===== src/rtl/sound_reg_file.sv =====
// Sound channel register file: decodes halfword IO accesses at 0x60-0x9E into NRxx bytes,
// wave RAM halfwords, one-cycle trigger pulses and the NR52 master enable.
module sound_reg_file #(
   parameter int unsigned ADDR_W = 8
) (
   input  logic              system_clock,
   input  logic              reset,
   input  logic              wr_en,
   input  logic              rd_en,
   input  logic [ADDR_W-1:0] addr,
   input  logic [15:0]       wr_data,
   input  logic [1:0]        byte_en,
   output logic [15:0]       rd_data,
   output logic              rd_valid,
   input  logic [3:0]        ch_active,
   output logic [7:0]        NR10, NR11, NR12, NR13, NR14,
   output logic [7:0]        NR21, NR22, NR23, NR24,
   output logic [7:0]        NR30, NR31, NR32, NR33, NR34,
   output logic [7:0]        NR41, NR42, NR43, NR44,
   output logic [7:0]        NR50, NR51,
   output logic [15:0]       addr_0x90, addr_0x92, addr_0x94, addr_0x96,
   output logic [15:0]       addr_0x98, addr_0x9A, addr_0x9C, addr_0x9E,
   output logic [3:0]        trigger,
   output logic              master_enable
);

   localparam int unsigned NumNr = 20;
   typedef logic [4:0] idx_t;

   logic [7:0]        nr_q [NumNr];
   logic [7:0]        nr_d [NumNr];
   logic [15:0]       wave_q [8];
   logic [15:0]       wave_d [8];
   logic [3:0]        trig_q, trig_d;
   logic              me_q, me_d;
   logic [15:0]       rd_data_q, rd_data_d;
   logic              rd_valid_q;

   logic [ADDR_W-1:0] a_word;
   logic              lo_hit, hi_hit, hi_x4, is_nr52, is_wave, master_clear;
   idx_t              lo_idx, hi_idx;
   logic [1:0]        x4_ch;
   logic              unused_addr0;

   assign unused_addr0 = addr[0];
   assign a_word       = {addr[ADDR_W-1:1], 1'b0};

   // Lane decode: nr_q index carried by each byte lane of the addressed halfword.
   always_comb begin
      lo_hit  = 1'b0;
      hi_hit  = 1'b0;
      hi_x4   = 1'b0;
      lo_idx  = '0;
      hi_idx  = '0;
      x4_ch   = '0;
      is_nr52 = (a_word == ADDR_W'('h84));
      is_wave = (a_word >= ADDR_W'('h90)) && (a_word <= ADDR_W'('h9E));
      case (a_word)
         ADDR_W'('h60): begin lo_hit = 1'b1; lo_idx = 5'd0; end
         ADDR_W'('h62): begin lo_hit = 1'b1; lo_idx = 5'd1; hi_hit = 1'b1; hi_idx = 5'd2; end
         ADDR_W'('h64): begin
            lo_hit = 1'b1; lo_idx = 5'd3; hi_hit = 1'b1; hi_idx = 5'd4; hi_x4 = 1'b1; x4_ch = 2'd0;
         end
         ADDR_W'('h68): begin lo_hit = 1'b1; lo_idx = 5'd5; hi_hit = 1'b1; hi_idx = 5'd6; end
         ADDR_W'('h6C): begin
            lo_hit = 1'b1; lo_idx = 5'd7; hi_hit = 1'b1; hi_idx = 5'd8; hi_x4 = 1'b1; x4_ch = 2'd1;
         end
         ADDR_W'('h70): begin lo_hit = 1'b1; lo_idx = 5'd9; end
         ADDR_W'('h72): begin lo_hit = 1'b1; lo_idx = 5'd10; hi_hit = 1'b1; hi_idx = 5'd11; end
         ADDR_W'('h74): begin
            lo_hit = 1'b1; lo_idx = 5'd12; hi_hit = 1'b1; hi_idx = 5'd13; hi_x4 = 1'b1; x4_ch = 2'd2;
         end
         ADDR_W'('h78): begin lo_hit = 1'b1; lo_idx = 5'd14; hi_hit = 1'b1; hi_idx = 5'd15; end
         ADDR_W'('h7C): begin
            lo_hit = 1'b1; lo_idx = 5'd16; hi_hit = 1'b1; hi_idx = 5'd17; hi_x4 = 1'b1; x4_ch = 2'd3;
         end
         ADDR_W'('h80): begin lo_hit = 1'b1; lo_idx = 5'd18; hi_hit = 1'b1; hi_idx = 5'd19; end
         default: ;
      endcase
   end

   function automatic logic [7:0] rd_mask(input idx_t idx);
      case (idx)
         5'd0:                          return 8'h7F;
         5'd1, 5'd5:                    return 8'hC0;
         5'd3, 5'd7, 5'd10, 5'd12, 5'd14: return 8'h00;
         5'd4, 5'd8, 5'd13, 5'd17:      return 8'h40;
         5'd9:                          return 8'h80;
         5'd11:                         return 8'hE0;
         default:                       return 8'hFF;
      endcase
   endfunction

   assign master_clear = wr_en && is_nr52 && byte_en[0] && me_q && !wr_data[7];

   always_comb begin
      nr_d   = nr_q;
      wave_d = wave_q;
      trig_d = '0;
      me_d   = me_q;
      // NRx4 bit 7 is only a strobe; it survives one cycle.
      nr_d[4][7]  = 1'b0;
      nr_d[8][7]  = 1'b0;
      nr_d[13][7] = 1'b0;
      nr_d[17][7] = 1'b0;
      if (wr_en) begin
         if (is_nr52 && byte_en[0]) me_d = wr_data[7];
         if (is_wave) begin
            if (byte_en[0]) wave_d[addr[3:1]][7:0]  = wr_data[7:0];
            if (byte_en[1]) wave_d[addr[3:1]][15:8] = wr_data[15:8];
         end
         if (me_q) begin
            if (lo_hit && byte_en[0]) nr_d[lo_idx] = wr_data[7:0];
            if (hi_hit && byte_en[1]) begin
               nr_d[hi_idx] = wr_data[15:8];
               if (hi_x4 && wr_data[15]) trig_d[x4_ch] = 1'b1;
            end
         end
      end
      if (master_clear) begin
         for (int i = 0; i < NumNr; i++) nr_d[i] = '0;
         trig_d = '0;
      end
   end

   always_comb begin
      rd_data_d = '0;
      if (lo_hit)  rd_data_d[7:0]  = nr_q[lo_idx] & rd_mask(lo_idx);
      if (hi_hit)  rd_data_d[15:8] = nr_q[hi_idx] & rd_mask(hi_idx);
      if (is_nr52) rd_data_d[7:0]  = {me_q, 3'b000, ch_active};
      if (is_wave) rd_data_d       = wave_q[addr[3:1]];
   end

   always_ff @(posedge system_clock or posedge reset) begin
      if (reset) begin
         for (int i = 0; i < NumNr; i++) nr_q[i] <= '0;
         for (int i = 0; i < 8; i++) wave_q[i] <= '0;
         trig_q     <= '0;
         me_q       <= 1'b0;
         rd_data_q  <= '0;
         rd_valid_q <= 1'b0;
      end else begin
         nr_q       <= nr_d;
         wave_q     <= wave_d;
         trig_q     <= trig_d;
         me_q       <= me_d;
         rd_valid_q <= rd_en;
         if (rd_en) rd_data_q <= rd_data_d;
      end
   end

   // A pulse already out this cycle is squashed when sound is switched off in the same cycle.
   assign trigger       = trig_q & ~{4{master_clear}};
   assign master_enable = me_q;
   assign rd_data       = rd_data_q;
   assign rd_valid      = rd_valid_q;

   assign NR10 = nr_q[0];
   assign NR11 = nr_q[1];
   assign NR12 = nr_q[2];
   assign NR13 = nr_q[3];
   assign NR14 = nr_q[4];
   assign NR21 = nr_q[5];
   assign NR22 = nr_q[6];
   assign NR23 = nr_q[7];
   assign NR24 = nr_q[8];
   assign NR30 = nr_q[9];
   assign NR31 = nr_q[10];
   assign NR32 = nr_q[11];
   assign NR33 = nr_q[12];
   assign NR34 = nr_q[13];
   assign NR41 = nr_q[14];
   assign NR42 = nr_q[15];
   assign NR43 = nr_q[16];
   assign NR44 = nr_q[17];
   assign NR50 = nr_q[18];
   assign NR51 = nr_q[19];

   assign addr_0x90 = wave_q[0];
   assign addr_0x92 = wave_q[1];
   assign addr_0x94 = wave_q[2];
   assign addr_0x96 = wave_q[3];
   assign addr_0x98 = wave_q[4];
   assign addr_0x9A = wave_q[5];
   assign addr_0x9C = wave_q[6];
   assign addr_0x9E = wave_q[7];

endmodule

===== config.mk =====
export PLATFORM = sky130hd
export DESIGN_NAME = sound_reg_file
export DESIGN_NICKNAME = d
export VERILOG_FILES = /design/src/rtl/sound_reg_file.sv
export SDC_FILE = /design/constraint.sdc
export NUM_CORES = 1
export LEC_CHECK = 0
export BUFFER_PORTS_ARGS = -buffer_cell sky130_fd_sc_hd__clkbuf_2
export CAP_MARGIN = 20
export CORE_AREA = 5 5 149 293
export CTS_BUF_LIST = sky130_fd_sc_hd__clkbuf_4 sky130_fd_sc_hd__clkbuf_8
export DETAILED_ROUTE_END_ITERATION = 7
export DIE_AREA = 0 0 154 298
export GPL_TIMING_DRIVEN = 0
export PLACE_DENSITY = 0.78
export SYNTH_ARGS = -nofsm -noshare
export SYNTH_HDL_FRONTEND = slang
export SYNTH_SLANG_ARGS = --single-unit

===== constraint.sdc =====
create_clock -name system_clock -period 11.5 [get_ports system_clock]
set_clock_uncertainty 0.1 [all_clocks]
set_input_delay 1.725 -clock system_clock [delete_from_list [all_inputs] [get_ports system_clock]]
set_output_delay 1.725 -clock system_clock [all_outputs]
set_load 0.01 [all_outputs]

Word-level counts from Yosys, hierarchy flattened --
Memory sizes are Yosys's and may differ from the RTL's. Cells that the tools add are included.
Word-level totals: flip-flop bits (word level) 310, bits in read-only memories 512, bits of input ports 34, output and inout port bits 310, logic and storage cells 140, memories kept 2
Memory list:
- (no name shown) | words 32, width 8, rd ports 1, clocked after memory_dff 0, write ports 0, line 83 | case (idx)
- (no name shown) | words 32, width 8, rd ports 1, clocked after memory_dff 0, write ports 0, line 83
Cells by class: $lt $le $gt $ge 10, equal/unequal tests 12, multiplexer cells 51, bitwise gates (word level) 7, reductions and logical operators 22
Operators by type and width (count):
- 160-bit 2-to-1 mux | 7
- 128-bit 2-to-1 mux | 4
- 160-bit bitwise mux | 2
- 128-bit bitwise mux | 2
- 16-bit demux with 3-bit select | 2
- 8-bit 2-to-1 mux | 12
- 8-bit binary-select mux with 5-bit select | 2
- 8-bit demux with 5-bit select | 2
- 7-bit by 6-bit equality test with 1-bit output (second input constant) | 10
- 16-bit 2-to-1 mux | 4
- 5-bit one-hot mux with 10 select lines | 1
- 16-bit binary-select mux with 3-bit select | 1
- 5-bit one-hot mux with 9 select lines | 1
- 4-bit 2-to-1 mux | 5
- 8-bit bitwise AND | 2
- 7-bit equality test (second input constant) | 2
- 1-bit logical AND | 13
- 6-bit >= comparator (second input constant) | 2
- 6-bit by 1-bit less-than comparator with 1-bit output (second input constant) | 2
- 5-bit NOT with 6-bit output | 2
- 11-bit OR reduction | 1
- 9-bit OR reduction | 1
- 8-bit >= comparator (second input constant) | 1
- 8-bit <= comparator (second input constant) | 1
- 14 further kinds | 20

Depth between registers and ports, before layout --
depth in word-level cells 16, gate-level depth with buffers 16, depth with buffers taken out 11

Least setup slack after synthesis --
OpenSTA, ideal clock, no wires.
path type input port to output port, from input port addr[3], to output port trigger[0], arrival time 3.166 ns, data required time 9.675 ns, slack 6.509 ns, cell stages on the path 7, buffers on the path 2, cells stage by stage buf_2 or2_1 buf_2 nor3_2 nand2_1 nor3_1 nor2b_1
Between the ends: longest elaborated chain between the ends 7
Ends and longest elaborated chain:
- from (decl) | line 10 | input logic [ADDR_W-1:0] addr,
- 7-bit equality test | line 56 | is_nr52 = (a_word == ADDR_W'('h84));
- 1-bit logical AND (4 in a row) | line 94 | assign master_clear = wr_en && is_nr52 && byte_en[0] && me_q && !wr_data[7];
- 4-bit NOT | line 153 | assign trigger = trig_q & ~{4{master_clear}};
- 4-bit bitwise AND | line 153
- to (decl) | line 23 | output logic [3:0] trigger,
No other way between the ends.

Final worst setup path --
from input port addr[3], to register rd_data_q[1] (netlist: rd_data[1])
Between the ends: longest elaborated chain between the ends 10, elaborated cells on any way between the ends 32, classes of those cells order compare: 2; eq/ne: 12; mux: 12; bitwise: 3; reduce/logical: 2; memory: 1
Ends and longest elaborated chain:
- 7-bit equality test / 7-bit by 6-bit equality test with 1-bit output (equally long branches) | line 58 | case (a_word)
- 5-bit one-hot mux with 10 select lines | line 58
- 5-bit NOT with 6-bit output (implied by the code) | line 128 | if (lo_hit) rd_data_d[7:0] = nr_q[lo_idx] & rd_mask(lo_idx);
- 8-bit binary-select mux with 5-bit select | line 128
- 8-bit 2-to-1 mux (implied by the code) (2 in a row) | line 128
- 8-bit bitwise AND | line 128
- 8-bit 2-to-1 mux | line 128
- 8-bit 2-to-1 mux | line 130 | if (is_nr52) rd_data_d[7:0] = {me_q, 3'b000, ch_active};
- 16-bit 2-to-1 mux (*) | line 131 | if (is_wave) rd_data_d = wave_q[addr[3:1]];
- to (signal assigned) | line 148 | if (rd_en) rd_data_q <= rd_data_d;
- to (decl) | line 36 | logic [15:0] rd_data_q, rd_data_d;
Mark *: on every way between the ends. The rest lies on a longest branch, timed or not. The select of a mux whose other input is x is not followed. A chain may end at the register's enable or synchronous reset.

==> impl_results.md <==
- Final hold violations: 0
- Post-synthesis xor/xnor area fraction: 0.001438
- Critical Path Sink Type: register
- Drt wl/cell: 37.44 um
- Multiplexer share of the synthesized area: 0.1945
- Filler Cells Inserted: 3804
- Post-Synth Simple-Gate Area: 0.1292
- Worst reg2reg setup slack: 8.37 ns
- Syn_area_per_cell: 9.712 um2
- Part of the Yosys area used for sequential elements: 0.4247
- Post-synth top flop: dfrtp_1
- Vias per cell: 6.741
- Post-Synthesis Cells: about 1900
- Vias in the first global route: 19452
- DP Wirelength: 82.17 mm
- Cell Rows: 105
- CTS H-tree lvls: 2
- Synth Warn #: 0
- Worst-path clk slew: 0.08 ns
- Hold Startpoint: NR31[4]
- Number of synthesized flops with an enable pin: 0
- CP required: 11.96 ns
- Setup ws final: ~4.7 ns
- DRT Pass-1 Iters: 6
- Final period util: 0.5945
- Critical path's slowest cell: a311oi_1
- GRT Total Usage: 0.4526
- Layout cells sized above 1: 0.2972
- DRC violation count after routing: 0
- Main combinational cell family by area after synthesis: compound AO/OA/AOI/OAI gates
- Netlist cell types: 78
- Static Leak: 0.009909 uW
- FMAX: ~0.15 GHz
- Via count: 19178
- Crit Reg-Reg Endpoint: NR30[7]
- Initial Utilization: 0.4457
- Number of nets in the layout: 2314
- Max-Slew Margin vs Limit: 0.1362
- Worst-path cell chain: buf_2, buf_2, buf_2, nand2_1, o22ai_1, a21o_2, buf_4, buf_2, ha_1, clkbuf_1, nand2_1, o221ai_1, o211ai_1, a311oi_1, o311ai_0, o21ai_0
- Clk_lat worst skew: roughly 0.66 ns
- I/O Buffers: 331
- Fraction of registers with async set/reset: 1.000
- Post-place setup slack: 4.399 ns
- Core region area: 40990 um2
- Post-synth net total: approximately 1900
- Post-route ant nets: 0
- Die Span X: around 150 um
- Ports: 344
- Max-Cap Viols: 0
- DR iter-0 viols: 1783
- Worst-case reg-to-reg path depth: 6
- Crit path top cell by count: buf_2
- Hold EP: NR31[4]
- RSZ-0062 raised after global routing: no
- Status: finished, final reports clean
- Layout area overhead: 19.51%
- Setup repair bufs after CTS: 0
- Peak supply drop: 0.1391 mV
- Post-synthesis adder-cell area fraction: 0.006164
- Final WL: 106.5 mm
- Mapped cell area: 18270 um2
- FF-to-FF Start: master_enable
- GRT overflow: 0
- Largest net degree at the start of global routing: 135
- Crit path launch type: input pin
- WP data arrival: 7.30 ns
- Final Max Slew Viols: 0
- Initial antenna violation count: 2
- Seq cells post-synth: 310
- Pwr dens: between 100 and 150 nW/um2
- Hold WC Path Type: reg2reg
- Final cell count without fillers: 2845
- Post_cts resized: 0
- Max Root-Sink Buffers: 3
- RePlAce Congestion: 1.065
- CP Class: in2reg
- Worst Hold Depth: 2
- Cell Count Post-Placement: between 2000 and 3000
- Most common cell after layout, fill and taps aside: clkbuf_2
- Endpoints failing setup: 0
- Largest stage delay on the critical path: 0.80 ns
- Tightest Pin Transition: ~1.3 ns
- Commonest non-fill, non-tap cells in the layout: clkbuf_2, dfrtp_1, nand2_1, o21ai_0, mux2_2
- # hold bufs at CTS: 0
- CTS buffer count: 46
- Worst Path Max Fanout: 11
- Synth Area in Compound Gates: 0.2058
- Die area: 45890 um2
- Post-route setup TNS: 0 ns
- Clock tree from TritonCTS: done
- Min cycle time layout: 6.836 ns
- First-pass GRT wire length: 149.6 mm
- CTS Sinks: 310
- CTS Root Cell: clkbuf_8
- Die height: 298 um
[sequential cells by signal (all words and copies together), names as in the netlist, 16 cells and up]
name,count
addr_0x90,16
addr_0x92,16
addr_0x94,16
addr_0x96,16
addr_0x98,16
addr_0x9A,16
addr_0x9C,16
addr_0x9E,16
rd_data,16
[synthesized netlist by cell type (26+ instances only)]
| cell type | n | area share |
|---|---|---|
| dfrtp_1 | 310 | 0.42 |
| nand2_1 | 263 | 0.054 |
| o21ai_0 | 252 | 0.069 |
| mux2_2 | 143 | 0.088 |
| mux2i_1 | 122 | 0.067 |
| clkbuf_1 | 101 | 0.021 |
| a221oi_1 | 75 | 0.036 |
| a21oi_1 | 74 | 0.020 |
| nor2_1 | 69 | 0.014 |
| a32oi_1 | 45 | 0.022 |
| nand3_1 | 44 | 0.012 |
| mux4_2 | 32 | 0.039 |
| buf_2 | 30 | 0.0082 |
| and2_1 | 27 | 0.0092 |
| o21ai_1 | 26 | 0.0071 |
[per-layer routing]
metal  wire [um]  GRT usage  vias to the layer above  share of wire
met2       52340     0.7712                     1422           0.49
met1       32320     0.4554                     9374           0.30
li1            -          -                     7824              -
met5          13          0                        -        0.00012
met3        8428    0.08918                      556          0.079
met4       13430     0.4176                        2           0.13
[report_power, final]
| group | internal [uW] | switching (uW) | leakage (uW) |
|---|---|---|---|
| logic | 96.7 | 225 | 0.00506 |
| registers | 1120 | 33.7 | 0.00429 |
| clock network | 574 | 496 | 0.000558 |
| total | 1790 | 755 | 0.00991 |
[cell type report]
cell class / count / area, um2 / area share
inverters: 10 / 50.05 / 0.002293
plain buffers: 154 / 656.9 / 0.03009
flip-flops and latches: 310 / 7757 / 0.3553
multi-input cells: 1407 / 9818 / 0.4497
diodes: 5 / 12.51 / 0.0005731
well taps: 535 / 669.4 / 0.03066
repair buffers: 342 / 1808 / 0.08282
clock inverters: 17 / 207.7 / 0.009514
clock buffers: 65 / 850.8 / 0.03897
[metrics by stage]
stage / total power [uW] / hold slack [ns] / cell area [um2] / utilization
floorplan: 1325 / 0.4339 / 18270 / -
global route: 2599 / 0.4444 / 21820 / 0.5324
global placement: 1476 / 0.3953 / 20590 / 0.5024
finish: 2546 / 0.4204 / 21830 / 0.5326
detailed placement: 1483 / 0.4043 / 20700 / 0.5049
CTS: 2538 / 0.4278 / 21750 / 0.5307
[kinds of logic after synthesis]
group / after synthesis
mux: 297
xor+xnor: 3
buf+inv: 164
fa+ha+maj: 9
flops: 310
compound gates: 589
simple gates: 509
[worst max-delay path by stage]
stage | cells past startpoint | to | slack, ns | startpoint
3_5_place_dp | 16 | rd_data[1] | 4.40 | addr[3]
4_1_cts | 16 | rd_data[1] | 5.04 | addr[3]
3_3_place_gp | 2 | NR31[3] | -2.14 | reset
2_1_floorplan | 1 | NR10[0] | 1.10 | reset
6_report | 16 | rd_data[1] | 4.66 | addr[3]
5_1_grt | 16 | rd_data[1] | 4.92 | addr[3]
[worst max-delay path: cells and delay by family]
family                   cells  cell delay [ns]
AO/OA/AOI/OAI                7             3.18
buffers and inverters        6             1.92
AND/OR/NAND/NOR              2             0.24
adder cells (fa/ha/maj)      1             0.21
No activity file was read; power rests on OpenSTA's default activity.
